$ cat config.mk
export PLATFORM = sky130hd
export DESIGN_NAME = serial_adder_stage
export DESIGN_NICKNAME = d
export VERILOG_FILES = /design/src/rtl/serial_adder_stage.sv
export SDC_FILE = /design/constraint.sdc
export NUM_CORES = 1
export LEC_CHECK = 0
export CAP_MARGIN = 20
export CORE_MARGIN = 2
export CORE_UTILIZATION = 44
export CTS_BUF_LIST = sky130_fd_sc_hd__clkbuf_8
export CTS_CLUSTER_DIAMETER = 60
export DETAILED_ROUTE_END_ITERATION = 6
export HOLD_SLACK_MARGIN = 0.06
export PLACE_DENSITY = 0.77
export SYNTH_ARGS = -nofsm -noshare
export SYNTH_HDL_FRONTEND = slang
export SYNTH_SLANG_ARGS = --single-unit
$ cat constraint.sdc
create_clock -name clk -period 1.15 [get_ports clk]
set_input_delay 0.23 -clock clk [delete_from_list [all_inputs] [get_ports clk]]
set_output_delay 0.23 -clock clk [all_outputs]
set_load 0.02 [all_outputs]
$ cat src/rtl/serial_adder_stage.sv
// Bit-serial adder stage: adds two LSB-first operand streams through a carry register,
// echoes each sum bit and assembles the parallel WIDTH-bit result plus final carry-out.
module serial_adder_stage #(
    parameter int WIDTH = 8
) (
    input  logic             clk,
    input  logic             rst,
    input  logic             start,
    input  logic             bit_valid,
    input  logic             a_bit,
    input  logic             b_bit,
    output logic             sum_bit,
    output logic             sum_bit_valid,
    output logic [WIDTH-1:0] result,
    output logic             carry_out,
    output logic             busy,
    output logic             done
);

    localparam int CW = $clog2(WIDTH);
    localparam logic [CW-1:0] LAST = CW'(WIDTH - 1);

    typedef enum logic [1:0] {
        IDLE,
        SHIFT,
        DONE
    } state_t;

    state_t        state;
    state_t        next_state;
    logic          carry;
    logic [CW-1:0] count;
    logic          accept;
    logic          sum_now;
    logic          carry_now;

    always_comb begin
        accept    = (state == SHIFT) && bit_valid;
        sum_now   = a_bit ^ b_bit ^ carry;
        carry_now = (a_bit & b_bit) | (carry & (a_bit ^ b_bit));
    end

    always_comb begin
        next_state = state;
        case (state)
            IDLE:    if (start) next_state = SHIFT;
            SHIFT:   if (accept && (count == LAST)) next_state = DONE;
            DONE:    next_state = IDLE;
            default: next_state = IDLE;
        endcase
    end

    always_ff @(posedge clk) begin
        if (rst) state <= IDLE;
        else     state <= next_state;
    end

    // busy/done are flopped from the next state so they line up with the state register
    always_ff @(posedge clk) begin
        if (rst) begin
            carry         <= 1'b0;
            count         <= '0;
            result        <= '0;
            sum_bit       <= 1'b0;
            sum_bit_valid <= 1'b0;
            carry_out     <= 1'b0;
            busy          <= 1'b0;
            done          <= 1'b0;
        end else begin
            sum_bit_valid <= accept;
            busy          <= (next_state != IDLE);
            done          <= (next_state == DONE);
            if ((state == IDLE) && start) begin
                carry  <= 1'b0;
                count  <= '0;
                result <= '0;
            end else if (accept) begin
                carry   <= carry_now;
                count   <= count + 1'b1;
                result  <= {sum_now, result[WIDTH-1:1]};
                sum_bit <= sum_now;
                if (count == LAST) carry_out <= carry_now;
            end
        end
    end

endmodule

==> impl_metrics.ini <==
[global_route]
grt_pass1_wl_mm = 2.52
grt_overflow = 0
grt_usage = 0.176
grt_antenna_before_repair = 0
grt_start_max_net_pins = 13
grt_pass1_vias = 588

[die]
die_w_um = 45.1
boundaryPins = 19
coreArea_um2 = 1540
start_util = 0.482
die_h_um = 45.1
die-area_um2 = 2030
rows = 14

[synth]
synth_top_flop_cell = dfxtp_1
yosys_warnings = 0
synth-edff-count = 0
synthArstFlopShare = 0
synth_fp_nets = 85
ys_ff_latch = 19
seq_area_frac_synth = 0.512
synth_area_um2 = 743
syn_area_per_cell_um2 = 9.78
synthCells = 76
synth_cell_types = 20

[placement]
hpwl_mm = 1.03
io_buffers = 18
place.gp.congestion = 0.800
place_inst = 118

[drt]
route.vias.total = 639
wire_per_inst_um = 13.2
met3WireLength_um = 73
wl_met2_um = 823
routedLengthMet1_um = 725
firstDrtPassIters = 4
viasPerCell = 5.11
ant_nets = 0
routed_wl_mm = 1.66
top_layer_used = met4
remaining_drc_errors = 0
drt_iter0_markers = 9

[critical_path]
cp-end-kind = flip-flop
startpoint_type = flip-flop
cp.required_ps = 1300
path_class = flip-flop to flip-flop
critPathBufInv = 0
critical_path_arrival_ps = 1280
cp_slowest_stage_delay_ps = 340
path_cells = ha_4, ha_4, nand4b_1, mux2i_1, nor2_1
path_delay_family = flip-flops
critPathMaxFanout = 2
crit_start = count[0]$_SDFFE_PP0P_
crit_top_cell = ha_4
rr_startpoint = count[0]$_SDFFE_PP0P_
cp_slowest_cell = dfxtp_2

[cells_and_area]
largest_reg_flops = 8
fin_util = 0.690
diodes = 0
area_delta_synth_final_pct = 43.1
top_regs = result (8), count (3), state (2)
final_nets = 119
largest-register = result
finalNonFillerCells = 125
drive_gt1_frac = 0.413
nFillCells = 132

[power]
vdd_drop_max_v = 0.00116
p_leak_nw = 0.441
powerDensity_nw_per_um2 = 1190
power_mw = 1.27

[cts]
clock_latency_ps = 260
cts_tree = built
cts_buffer_depth = 2
path_clk_slew_ps = 70
cts_buffers = 3
clkSinkCount = 19
cts_root_buf = clkbuf_8
cts_hold_buf = 0
cts_setup_buffers = 0
htree_levels = 1

[timing]
maxSlewHeadroom = 0.853
whs_ps = 458
drv_slew = 0
fmax_ghz = 0.891
final.min_clock_period_ps = 1120
fin_tns_setup_ps = 0
period_share = 0.976
setup_viol = 0
tightestPinTransition_ps = 220
rsz0062_at_grt = yes
report.final.hold_viol_count = 0
fin_worst_skew_ps = 3.81

[worst_hold_path]
hold_path_class = flip-flop to flip-flop
hp-start = result[0]$_SDFFE_PP0P_

[outcome]
status = finished, final reports clean

[run]
maxCapViolCount = 0
==> worst register-to-register path: cells and delay by family, from the launching register on <==
family / cells / cell delay, ps
adder cells (fa/ha/maj): 2 / 310
multiplexers: 1 / 200
flip-flops: 1 / 340
AND/OR/NAND/NOR: 2 / 180
==> per-stage QoR <==
step                cell area [um2]  setup slack, ps
global route                   1060            -6.34
floorplan                       743             31.9
finish                         1060             27.8
CTS                            1060             2.74
detailed placement              996             -327
global placement                996             -297
==> cells in the mapped netlist (2+ instances only) <==
cell	instances	area, um2
nor2_1	3	11.3
and2_1	3	18.8
ha_1	2	25.0
a21oi_2	9	78.8
buf_6	2	22.5
nand2_1	23	86.3
dfxtp_1	19	380
a21oi_1	3	15.0
==> final timing paths <==
| check | depth (start not counted) | to | slack [ps] |
|---|---|---|---|
| setup / recovery | 5 | carry_out$_SDFFE_PP0P_ | 30 |
| hold / removal | 2 | result[0]$_SDFFE_PP0P_ | 460 |
| setup reg to reg | 5 | carry_out$_SDFFE_PP0P_ | 30 |
| hold reg to reg | 2 | result[0]$_SDFFE_PP0P_ | 460 |
==> cells in the final DEF (no fill, tap or decap), drive strengths merged <==
master / netlist / routed
a21oi: 12 / 12
and2: 3 / 3
and3b: 1 / 2
buf: 3 / 13
clkbuf: 0 / 11
clkdlybuf4s15: 0 / 3
clkdlybuf4s50: 0 / 2
clkinv: 0 / 1
dfxtp: 19 / 19
dlygate4sd2: 0 / 3
dlymetal6s2s: 0 / 1
fa: 1 / 1
ha: 2 / 2
mux2i: 1 / 1
nand2: 23 / 23
nand3: 1 / 1
nand3b: 1 / 1
nand4b: 1 / 1
nor2: 4 / 4
nor3: 1 / 1
nor3b: 1 / 1
or2: 1 / 2
xnor2: 1 / 1
==> logic make-up (layout without fill, tap and decap cells) <==
| family | count (synthesis) | in the layout | share of synthesized area |
|---|---|---|---|
| and+or+nand+nor | 37 | 39 | 0.236 |
| DFF | 19 | 19 | 0.512 |
| AOI/OAI and AO/OA | 12 | 12 | 0.126 |
| adders and majority gates | 3 | 3 | 0.0606 |
| buffers and inverters | 3 | 34 | 0.0404 |
| xor gates and xnor gates | 1 | 1 | 0.0118 |
| muxes | 1 | 1 | 0.0135 |
==> repair_timing <==
action,CTS,global route
setup endpoints to repair,16,25
gates resized for setup,30,21
pin swaps,2,3
cloned,0,3
==> final cells by class <==
| type | instances | area, um2 | share of cell area |
|---|---|---|---|
| repair buffers | 30 | 231 | 0.218 |
| well taps | 16 | 20.0 | 0.0188 |
| multi-input cells | 56 | 380 | 0.358 |
| clock buffers | 3 | 41.3 | 0.0388 |
| clock inverters | 1 | 5.00 | 0.00471 |
| flip-flops and latches | 19 | 385 | 0.362 |
==> power breakdown <==
group,switching (mW),leakage (nW),internal [mW],total (mW)
Combinational,0.0641,0.259,0.0540,0.118
Clock,0.228,0.0255,0.241,0.469
Sequential,0.0104,0.156,0.670,0.681
==> routing by layer <==
metal | vias up | track usage
li1 | 320 | -
met1 | 298 | 0.222
met2 | 16 | 0.266
met3 | 5 | 0.0480
met4 | 0 | 0.106
met5 | - | 0
Note: power is estimated with default switching activity, not from simulation.
